<file path="config.mk">
export PLATFORM = sky130hd
export DESIGN_NAME = multi_cycle_control_unit
export DESIGN_NICKNAME = d
export VERILOG_FILES = /design/src/rtl/multi_cycle_control_unit_pkg.sv /design/src/rtl/multi_cycle_control_unit_mem_wait_timer.sv /design/src/rtl/multi_cycle_control_unit.sv
export SDC_FILE = /design/constraint.sdc
export NUM_CORES = 1
export LEC_CHECK = 0
export BUFFER_PORTS_ARGS = -buffer_cell sky130_fd_sc_hd__buf_4
export CORE_MARGIN = 1.5
export CORE_UTILIZATION = 46
export CTS_CLUSTER_DIAMETER = 100
export DETAILED_ROUTE_END_ITERATION = 10
export PLACE_DENSITY = 0.83
export SYNTH_ARGS = -nofsm -noshare
export SYNTH_HDL_FRONTEND = slang
export SYNTH_HIERARCHICAL = 1
export SYNTH_SLANG_ARGS = --single-unit
</file>
<file path="constraint.sdc">
create_clock -name clk -period 2.25 [get_ports clk]
set_input_delay 0.225 -clock clk [delete_from_list [all_inputs] [get_ports clk]]
set_output_delay 0.225 -clock clk [all_outputs]
set_load 0.1 [all_outputs]
</file>
<file path="src/rtl/multi_cycle_control_unit_pkg.sv">
// Shared types for the multi-cycle RV32I control unit.
// States, opcodes, mux encodings and the control bundle.
package multi_cycle_control_unit_pkg;

  typedef enum logic [2:0] {
    S_IF    = 3'd0,
    S_ID    = 3'd1,
    S_EX    = 3'd2,
    S_MEM   = 3'd3,
    S_WB    = 3'd4,
    S_ECALL = 3'd5
  } state_t;

  localparam logic [6:0] OP_ARITH     = 7'b0110011;
  localparam logic [6:0] OP_ARITH_IMM = 7'b0010011;
  localparam logic [6:0] OP_LOAD      = 7'b0000011;
  localparam logic [6:0] OP_STORE     = 7'b0100011;
  localparam logic [6:0] OP_BRANCH    = 7'b1100011;
  localparam logic [6:0] OP_JAL       = 7'b1101111;
  localparam logic [6:0] OP_JALR      = 7'b1100111;
  localparam logic [6:0] OP_ECALL     = 7'b1110011;

  localparam logic [1:0] SRC_A_PC     = 2'b00;
  localparam logic [1:0] SRC_A_OLD_PC = 2'b01;
  localparam logic [1:0] SRC_A_RS1    = 2'b10;
  localparam logic [1:0] SRC_B_RS2    = 2'b00;
  localparam logic [1:0] SRC_B_FOUR   = 2'b01;
  localparam logic [1:0] SRC_B_IMM    = 2'b10;

  localparam logic [1:0] ALU_ADD    = 2'b00;
  localparam logic [1:0] ALU_BRANCH = 2'b01;
  localparam logic [1:0] ALU_R      = 2'b10;
  localparam logic [1:0] ALU_I      = 2'b11;

  typedef struct packed {
    logic       pc_write;
    logic       i_or_d;
    logic       mem_read;
    logic       mem_write;
    logic       ir_write;
    logic       mem_to_reg;
    logic       pc_to_reg;
    logic       reg_write;
    logic       pc_source;
    logic [1:0] alu_src_a;
    logic [1:0] alu_src_b;
    logic [1:0] alu_op;
    logic       is_ecall;
    logic       illegal_inst;
  } ctrl_t;

  function automatic logic is_mem_state(state_t s);
    return (s == S_IF) || (s == S_MEM);
  endfunction

endpackage

</file>
<file path="src/rtl/multi_cycle_control_unit_mem_wait_timer.sv">
// Memory completion detector: fixed-latency counter or
// pass-through of the memory ready handshake.
module mem_wait_timer #(
  parameter int USE_MEM_HANDSHAKE = 0,
  parameter int MEM_LATENCY       = 1,
  parameter int CNT_WIDTH         = 4
) (
  input  logic clk,
  input  logic reset,
  input  logic start,
  input  logic mem_ready,
  output logic done
);

  if (MEM_LATENCY < 1 || MEM_LATENCY > 2 ** CNT_WIDTH) begin : g_bad_latency
    $error("mem_wait_timer: MEM_LATENCY out of range");
  end

  localparam logic [CNT_WIDTH-1:0] LAST =
    CNT_WIDTH'(MEM_LATENCY - 1);

  logic [CNT_WIDTH-1:0] cnt;

  assign done = (USE_MEM_HANDSHAKE != 0) ? mem_ready
                                         : (cnt == LAST);

  // Holds at LAST once done so the counter never wraps.
  always_ff @(posedge clk) begin
    if (reset || start) cnt <= '0;
    else if (!done)     cnt <= cnt + 1'b1;
  end

endmodule

</file>
<file path="src/rtl/multi_cycle_control_unit.sv">
// Multi-cycle RV32I control FSM: IF, ID, EX, MEM, WB, ECALL.
// Drives datapath enables and mux selects per state.
module multi_cycle_control_unit
  import multi_cycle_control_unit_pkg::*;
#(
  parameter int USE_MEM_HANDSHAKE = 0,
  parameter int MEM_LATENCY       = 1,
  parameter int CNT_WIDTH         = 4
) (
  input  logic       clk,
  input  logic       reset,
  input  logic [6:0] part_of_inst,
  input  logic       alu_bcond,
  input  logic       mem_ready,
  output logic       pc_write,
  output logic       i_or_d,
  output logic       mem_read,
  output logic       mem_write,
  output logic       ir_write,
  output logic       mem_to_reg,
  output logic       pc_to_reg,
  output logic       reg_write,
  output logic       pc_source,
  output logic [1:0] alu_src_a,
  output logic [1:0] alu_src_b,
  output logic [1:0] alu_op,
  output logic       is_ecall,
  output logic       illegal_inst,
  output logic [2:0] cur_state
);

  state_t state, nxt;
  ctrl_t  c;
  logic   mem_done, start;
  logic   op_r, op_i, op_ld, op_st;
  logic   op_br, op_jal, op_jalr, op_sys, legal;

  assign op_r    = part_of_inst == OP_ARITH;
  assign op_i    = part_of_inst == OP_ARITH_IMM;
  assign op_ld   = part_of_inst == OP_LOAD;
  assign op_st   = part_of_inst == OP_STORE;
  assign op_br   = part_of_inst == OP_BRANCH;
  assign op_jal  = part_of_inst == OP_JAL;
  assign op_jalr = part_of_inst == OP_JALR;
  assign op_sys  = part_of_inst == OP_ECALL;
  assign legal   = op_r | op_i | op_ld | op_st |
                   op_br | op_jal | op_jalr | op_sys;

  mem_wait_timer #(
    .USE_MEM_HANDSHAKE(USE_MEM_HANDSHAKE),
    .MEM_LATENCY      (MEM_LATENCY),
    .CNT_WIDTH        (CNT_WIDTH)
  ) u_timer (
    .clk      (clk),
    .reset    (reset),
    .start    (start),
    .mem_ready(mem_ready),
    .done     (mem_done)
  );

  always_comb begin
    nxt = state;
    unique case (state)
      S_IF:    if (mem_done) nxt = S_ID;
      S_ID: begin
        if (op_sys)      nxt = S_ECALL;
        else if (!legal) nxt = S_IF;
        else             nxt = S_EX;
      end
      S_EX: begin
        if (op_r | op_i)        nxt = S_WB;
        else if (op_ld | op_st) nxt = S_MEM;
        else                    nxt = S_IF;
      end
      S_MEM:   if (mem_done) nxt = op_ld ? S_WB : S_IF;
      default: nxt = S_IF;
    endcase
  end

  // Clear the counter on every fresh entry into a memory state.
  assign start = is_mem_state(nxt) &&
                 !(is_mem_state(state) && !mem_done);

  always_ff @(posedge clk) begin
    if (reset) state <= S_IF;
    else       state <= nxt;
  end

  always_comb begin
    c = '0;
    unique case (state)
      S_IF: begin
        c.mem_read  = 1'b1;
        c.alu_src_a = SRC_A_PC;
        c.alu_src_b = SRC_B_FOUR;
        c.alu_op    = ALU_ADD;
        c.ir_write  = mem_done;
        c.pc_write  = mem_done;
      end
      S_ID: begin
        c.alu_src_a    = SRC_A_OLD_PC;
        c.alu_src_b    = SRC_B_IMM;
        c.alu_op       = ALU_ADD;
        c.illegal_inst = !legal;
      end
      S_EX: begin
        unique case (1'b1)
          op_r: begin
            c.alu_src_a = SRC_A_RS1;
            c.alu_src_b = SRC_B_RS2;
            c.alu_op    = ALU_R;
          end
          op_i: begin
            c.alu_src_a = SRC_A_RS1;
            c.alu_src_b = SRC_B_IMM;
            c.alu_op    = ALU_I;
          end
          op_ld, op_st: begin
            c.alu_src_a = SRC_A_RS1;
            c.alu_src_b = SRC_B_IMM;
            c.alu_op    = ALU_ADD;
          end
          op_br: begin
            c.alu_src_a = SRC_A_RS1;
            c.alu_src_b = SRC_B_RS2;
            c.alu_op    = ALU_BRANCH;
            c.pc_source = 1'b1;
            c.pc_write  = alu_bcond;
          end
          op_jal: begin
            c.pc_write  = 1'b1;
            c.pc_source = 1'b1;
            c.reg_write = 1'b1;
            c.pc_to_reg = 1'b1;
          end
          op_jalr: begin
            c.alu_src_a = SRC_A_RS1;
            c.alu_src_b = SRC_B_IMM;
            c.alu_op    = ALU_ADD;
            c.pc_write  = 1'b1;
            c.reg_write = 1'b1;
            c.pc_to_reg = 1'b1;
          end
          default: c = '0;
        endcase
      end
      S_MEM: begin
        c.i_or_d    = 1'b1;
        c.mem_read  = op_ld;
        c.mem_write = op_st;
      end
      S_WB: begin
        c.reg_write  = 1'b1;
        c.mem_to_reg = op_ld;
      end
      S_ECALL: c.is_ecall = 1'b1;
      default: c = '0;
    endcase
    if (reset) c = '0;
  end

  assign {pc_write, i_or_d, mem_read, mem_write, ir_write,
          mem_to_reg, pc_to_reg, reg_write, pc_source,
          alu_src_a, alu_src_b, alu_op,
          is_ecall, illegal_inst} = c;

  assign cur_state = reset ? 3'd0 : state;

endmodule

</file>
**Word level (Yosys, flattened, before mapping)**

Cells that the tools add are included.

- Add/subtract/negate cells: 1
- Equal/unequal tests: 14
- Multiplexer cells: 26
- Bitwise gates (word level): 8
- Reductions and logical operators: 14

Operators with widths:

| operator | count |
|---|---|
| $eq 7x7->1 const B | 4 |
| $pmux 6 s4 | 1 |
| $mux 3 | 6 |
| $pmux 6 s3 | 1 |
| $mux 17 | 1 |
| $eq 7x6->1 const B | 2 |
| $pmux 3 s4 | 1 |
| $eq 3x2->1 const B | 3 |
| $mux 1 | 9 |
| $or 1x1->1 | 8 |
| $pmux 1 s2 | 4 |
| $eq 7x2->1 const B | 1 |
| $eq 7x5->1 const B | 1 |
| $eq 3x3->1 const B | 2 |
| $logic_not 3->1 | 2 |
| $mux 2 | 3 |
| $add 4x1->4 const B | 1 |
| $logic_not 4->1 | 1 |
| $reduce_or 2->1 | 2 |
| $eq 3x1->1 const B | 1 |
| $logic_not 1->1 | 3 |
| $logic_or 1x1->1 | 3 |
| $reduce_or 3->1 | 1 |
| $logic_and 1x1->1 | 2 |

- Register bits after elaboration: 7
- Input bits: 11
- Output and inout port bits: 20
- Logic and storage cells: 65

**Depth between registers and ports, before layout**

Gate-level depths: netlist of run 1.

- Word-level depth: 15
- Depth in mapped cells: 9

**Cells and area by module**

Netlist of run 1, hierarchy kept.

Modules (own cells, without submodules):

| module | instances | cells each | area an instance (µm²) |
|---|---|---|---|
| multi_cycle_control_unit | 1 | 80 | 520.5 |
| mem_wait_timer | 1 | 21 | 225.2 |

**Worst setup path after synthesis of run 1**

Ideal clock, no wire load.

- Path type: register -> output
- Start point: reg state[1]
- End point: out pc_write
- Data arrival time: 4100 ps
- Data required time: 2025 ps
- Setup slack: -2075 ps
- Stages on the path, launching flop included: 5
- Buffers on the path: 1
- Cell sequence: dfxtp_1 > clkbuf_1 > nor4_2 > and2_1 > o21bai_1

- Longest elaborated chain between the ends: 3

RTL lines:

| item | RTL line | text |
|---|---|---|
| from (decl) | multi_cycle_control_unit.sv:32 | `state_t state, nxt;` |
| from (signal assigned) | multi_cycle_control_unit.sv:86 | `else state <= nxt;` |
| $eq 3x2->1 / $logic_not 3->1 (equally long branches) | multi_cycle_control_unit.sv:91 | `unique case (state)` |
| $pmux 1 s2 * | multi_cycle_control_unit.sv:91 |  |
| $mux 17 * | multi_cycle_control_unit.sv:159 | `if (reset) c = '0;` |
| to (decl) | multi_cycle_control_unit.sv:15 | `output logic pc_write,` |

Every way passes the cells marked *; elsewhere a longest branch is shown, timed or not.

**Final worst setup path of run 1**

- Start point: reg state[2]
- End point: out alu_op[0]

- Longest elaborated chain between the ends: 3

RTL lines:

| item | RTL line | text |
|---|---|---|
| $eq 3x2->1, or another cell as far along | multi_cycle_control_unit.sv:91 |  |
| $pmux 6 s3 * | multi_cycle_control_unit.sv:91 |  |
| $mux 17 * | multi_cycle_control_unit.sv:159 |  |
| to (decl) | multi_cycle_control_unit.sv:26 | `output logic [1:0] alu_op,` |

Marks and branches as above.

==> results of run 1 <==
==> power by group <==
group	internal (W)	total [W]	switching, W
registers	0.000126	0.000133	0.00000653
clock network	0.0000678	0.000116	0.0000485
logic	0.0000499	0.000166	0.000116
total	0.000244	0.000415	0.000171
==> cells in the final DEF, fill, tap and decap left out, types with 2 or more instances in the layout <==
master / instances
buf_4: 33
nor2_1: 9
a21oi_1: 8
dfxtp_1: 6
nor3_1: 5
nor3b_1: 5
nand2_1: 4
nor2b_1: 4
o21ai_1: 4
nand3_1: 3
nor2_2: 3
nand2b_1: 3
clkbuf_4: 3
mux2_2: 3
nand3b_1: 2
nor3_4: 2
nand4bb_1: 2
a211oi_2: 2
and2_4: 2
nor4_1: 2
inv_1: 2
ha_1: 2
==> cells by family after synthesis <==
logic type	count (synthesis)	share of synthesized area
compound gates	20	0.166
simple gates	59	0.498
fa+ha+maj	2	0.0336
buf+inv	9	0.0570
mux	3	0.0453
flops	7	0.188
xor+xnor	1	0.0117
==> metrics by stage <==
stage / worst slack, ns / total power (W)
CTS: 0.175 / 0.000419
global route: 0.0684 / 0.000427
finish: 0.167 / 0.000415
detailed placement: 0.295 / 0.000300
floorplan: -0.478 / 0.000260
global placement: 0.388 / 0.000297
==> critical path: stages, from the launching register on <==
cell      delay [ns]
dfxtp_1         0.42
and2b_1         0.35
nand2_1         0.27
a211oi_2        0.24
buf_4           0.32
==> worst max path at each step <==
stage,start,to,slack (ns),cells past startpoint
after floorplan,state[1]$_SDFF_PP0_,pc_write,-0.48,4
after CTS,state[2]$_SDFF_PP0_,alu_op[0],0.18,4
after detailed placement,u_timer/cnt[0]$_SDFFE_PP0P_,u_timer/cnt[0]$_SDFFE_PP0P_,0.29,9
final,state[2]$_SDFF_PP0_,alu_op[0],0.17,4
after global placement,u_timer/cnt[0]$_SDFFE_PP0P_,u_timer/cnt[0]$_SDFFE_PP0P_,0.39,9
after global routing,state[2]$_SDFF_PP0_,alu_op[0],0.07,4
==> registers in the layout, summed over array words and instances (netlist names) <==
name         cells
u_timer/cnt      4
state            3
==> layout make-up <==
class                           count  area share
Clock buffer                        4      0.0241
Inverter                            2     0.00687
Multi-Input combinational cell     85       0.595
Sequential cell                     7       0.129
Tap cell                           16      0.0183
Timing Repair Buffer               33       0.227
==> layer usage <==
layer	vias to the layer above	GRT usage	share of wire
li1	424	-	-
met1	391	0.296	0.41
met2	45	0.445	0.51
met3	6	0.0128	0.056
met4	0	0.145	0.021
met5	-	0	0
==> results_dict.tcl, run 1 <==
set metrics [dict create \
    drive_above_1_share 0.458 \
    rsz0062_at_grt "false" \
    holdWs_ns 0.365 \
    hold_path_class "in -> reg" \
    final_util 0.725 \
    clock_sinks 7 \
    routed_wl_um 2220 \
    antenna_found_initial 0 \
    avgRoutedWirePerCell_um 15.1 \
    yosys.area.top_type_share 0.188 \
    drtPass1Iterations 4 \
    yosysWarnings 6 \
    cts_buffer_depth 2 \
    p_leak_nw 0.437 \
    fp-row-count 14 \
    yosysUniqueCellTypes 35 \
    hold_viol_final 0 \
    min_to "state[0]$_SDFF_PP0_" \
    power_density_mw_per_mm2 380 \
    postSynth.asyncResetShare 0 \
    timing.rr.end "u_timer/cnt[0]$_SDFFE_PP0P_" \
    syn_inst 101 \
    max-slew-margin-rel 0.741 \
    timing.rr.start "u_timer/cnt[0]$_SDFFE_PP0P_" \
    portBuffers 29 \
    clk_pin_slew_ns 0.05 \
    cp.arrival_ns 1.86 \
    grt_pass1_wl_um 3570 \
    syn-num-nets 114 \
    reg2reg_slack_ns 0.27 \
    diodes 0 \
    clock_skew_ns 0.00337 \
    ys_seq_area_frac 0.188 \
    min_from "reset" \
    multiInputGateArea_um2 649 \
    place_hpwl_um 1680 \
    slew_violations 0 \
    tns_ns 0 \
    place_area_mm2 0.00107 \
    via_per_inst 5.89 \
    initial_core_util 0.495 \
    regArea_um2 141 \
    synth_flop_cell "dfxtp_1" \
    finalCritPeriodShare 0.926 \
    htree_levels 1 \
    cts_resized 0 \
    fin_nets 145 \
    gp_congestion 0.823 \
    num_vias 866 \
    synthTopCellsByArea "dfxtp_1 (19%), nor2_1 (6.0%), a21oi_1 (5.4%)" \
    grt_pass1_vias 846 \
    cp.required_ns 2.03 \
    fin_cells 147 \
    synth_common_cells "nor2_1 (12), a21oi_1 (8), nor3_1 (8), dfxtp_1 (7), nor2b_1 (6)" \
    startpoint_type "flip-flop" \
    syn2layout_area_growth_pct 46.5 \
    netlist_area_um2 746 \
    setup_viol 0 \
    tightestPinTransition_ns 0.388 \
    status "complete, no violations" \
    die_h_um 43.3 \
    max-vdd-ir-drop_mv 0.340 \
    root_buffer "clkbuf_4" \
    yosysTopAreaCell "dfxtp_1" \
    postSynthAreaPerCell_um2 7.38 \
    final.fill_count 124 \
    route.detailed.drc 0 \
    r2r_cells 9 \
    cts_buffers 3 \
    fmaxAchievable_ghz 0.480 \
    core_mm2 0.00151 \
    drtIter0Drc 27 \
    layout_min_cycle_time_ns 2.08 \
    fp.dieArea_mm2 0.00187 \
    ant_nets 0 \
    die_w_um 43.3 \
    fin_area_mm2 0.00109 \
    synth-edff-count 0 \
    tritoncts "yes" \
    synth.most_common_cell "nor2_1" \
    grt_max_degree 20 \
    grtUsageTotal 0.252 \
    worstPathMaxFanout 10 \
    critPathCaptureType "output pin" \
    clock_latency_ns 0.26 \
    holdBufCountCts 0 \
    num_io_pins 31 \
    criticalPathCategory "reg -> out" \
    postCtsSetupBuffers 0 \
    hold_depth 2 \
    synth-seq-cells 7 \
    grt-ovfl-total 0 \
    cap_violations 0 \
    dpl.cell_count 143 \
]
No activity file was read; power rests on OpenSTA's default activity.
==> inputs of run 2 (changes only) <==
- CORE_UTILIZATION: 46 -> 49
- CTS_BUF_LIST: default -> sky130_fd_sc_hd__clkbuf_8
- PLACE_DENSITY: 0.83 -> 0.87
==> run 2 against run 1 <==
Against the previous run: sequential power about the same; via count is 0.92% higher; combinational power about the same; clock power rose by 53%; non-clock buffer count stayed put; die area shrank 5.7%; first-iteration DRC count down 22%; worst setup slack improved by 0.086 ns; final area is 1.6% higher; global-route usage increased by 0.90 points; register-to-register slack about the same; routed wire length is 0.81% lower.
==> results_dict.tcl, run 2 (synthesis results as in run 1) <==
set metrics [dict create \
    reg_top3 "u_timer/cnt (4), state (3)" \
    rsz0062_at_grt "false" \
    hold_viol_final 0 \
    grt_pass1_vias 771 \
    cts_buffers 3 \
    largest_reg_flops 4 \
    layout_commonest_cell "buf_4" \
    clockPowerShare 0.373 \
    grtUsageTotal 0.261 \
    combPwrFrac 0.346 \
    postCtsSetupBuffers 0 \
    internal_power_w 0.000294 \
    die_w_um 42.0 \
    criticalPathCategory "reg -> out" \
    switching_share 0.381 \
    die_h_um 42.0 \
    root_buffer "clkbuf_8" \
    cts_buffer_depth 2 \
    num_vias 874 \
    fp.dieArea_mm2 0.00176 \
    fin_area_mm2 0.00111 \
    gp_congestion 0.828 \
    htree_levels 1 \
    cts_resized 0 \
    ant_nets 0 \
    status "complete, no violations" \
    slew_violations 0 \
    diodes 0 \
    worstPathMaxFanout 6 \
    clk_pin_slew_ns 0.04 \
    grt_max_degree 20 \
    seqPwrFrac 0.280 \
    final_util 0.812 \
    cp.arrival_ns 1.77 \
    p_sw_w 0.000181 \
    initial_core_util 0.546 \
    syn2layout_area_growth_pct 48.8 \
    via_per_inst 5.99 \
    place_ws_ns 0.337 \
    finalCritPeriodShare 0.887 \
    max-slew-margin-rel 0.756 \
    fmaxAchievable_ghz 0.501 \
    grt-ovfl-total 0 \
    clock_latency_ns 0.23 \
    tns_ns 0 \
    fp-row-count 13 \
    fin_nets 145 \
    grt_pass1_wl_um 3550 \
    route.detailed.drc 0 \
    routed_wl_um 2200 \
    num_io_pins 31 \
    top_register "u_timer/cnt" \
    drtIter0Drc 21 \
    clock_sinks 7 \
    tritoncts "yes" \
    drtPass1Iterations 4 \
    mostFrequentLayoutCells "buf_4 (33), nor2_1 (9), a21oi_1 (8)" \
    hold_path_class "in -> reg" \
    holdBufCountCts 0 \
    layout_min_cycle_time_ns 2.00 \
    antenna_found_initial 0 \
    startpoint_type "flip-flop" \
    fin_ws_ns 0.253 \
    critPathCaptureType "output pin" \
    drive_above_1_share 0.458 \
    clock_skew_ns 0.00486 \
    portBuffers 29 \
    cp.required_ns 2.03 \
    cap_violations 0 \
    place_hpwl_um 1610 \
    core_mm2 0.00137 \
    tightestPinTransition_ns 0.365 \
    power_density_mw_per_mm2 428 \
    p_leak_nw 0.449 \
    place_area_mm2 0.00106 \
    avgRoutedWirePerCell_um 15.1 \
    setup_viol 0 \
    max-vdd-ir-drop_mv 0.440 \
]
## run 2: cell types whose count changed in the layout (fill, tap and decap cells not counted)
cell,change
clkbuf_8,+3
inv_1,+1
clkbuf_4,-3
clkbuf_1,-1
## run 2: worst paths after layout
check	from	slack [ns]	end	cells past startpoint
worst min-delay path	reset	0.37	state[0]$_SDFF_PP0_	2
worst max-delay path	u_timer/cnt[0]$_SDFFE_PP0P_	0.25	pc_write	7
worst min register to register	u_timer/cnt[1]$_SDFFE_PP0P_	0.62	u_timer/cnt[3]$_SDFFE_PP0P_	2
worst max register to register	u_timer/cnt[0]$_SDFFE_PP0P_	0.26	u_timer/cnt[0]$_SDFFE_PP0P_	9
## run 2: through the flow
stage	total power, W	instances	hold slack, ns
final	0.000475	146	0.375
after global routing	0.000493	146	0.377
after CTS	0.000476	146	0.370
after detailed placement	0.000298	142	0.587
after floorplan	0.000260	101	0.302
after global placement	0.000295	142	0.577
## run 2: final cells by class
cell class	instances	area, µm²
fill	105	256
multi-input combinational	85	649
sequential	7	141
timing repair buffer	33	248
clock buffer	3	41.3
clock inverter	1	3.75
inverter	2	7.51
tap	15	18.8
## run 2: power by group through the flow
stage          combinational, W  clock, W  sequential (W)
3_5_place_dp           0.000163         0        0.000135
5_1_grt                0.000172  0.000187        0.000134
2_1_floorplan          0.000129         0        0.000130
6_report               0.000165  0.000177        0.000133
4_1_cts                0.000165  0.000178        0.000133
3_3_place_gp           0.000161         0        0.000134
## run 2: metal layers
layer | vias up | track usage | share of wire
li1 | 424 | - | -
met1 | 414 | 0.348 | 0.40
met2 | 32 | 0.406 | 0.52
met3 | 4 | 0.0690 | 0.069
met4 | 0 | 0.0938 | 0.015
met5 | - | 0 | 0
## run 2: worst max-delay path: stages (launching register included)
cell	delay (ns)
dfxtp_1	0.41
inv_1	0.07
ha_1	0.19
nor3b_4	0.16
buf_4	0.16
and2_4	0.16
o21bai_4	0.15
buf_4	0.24
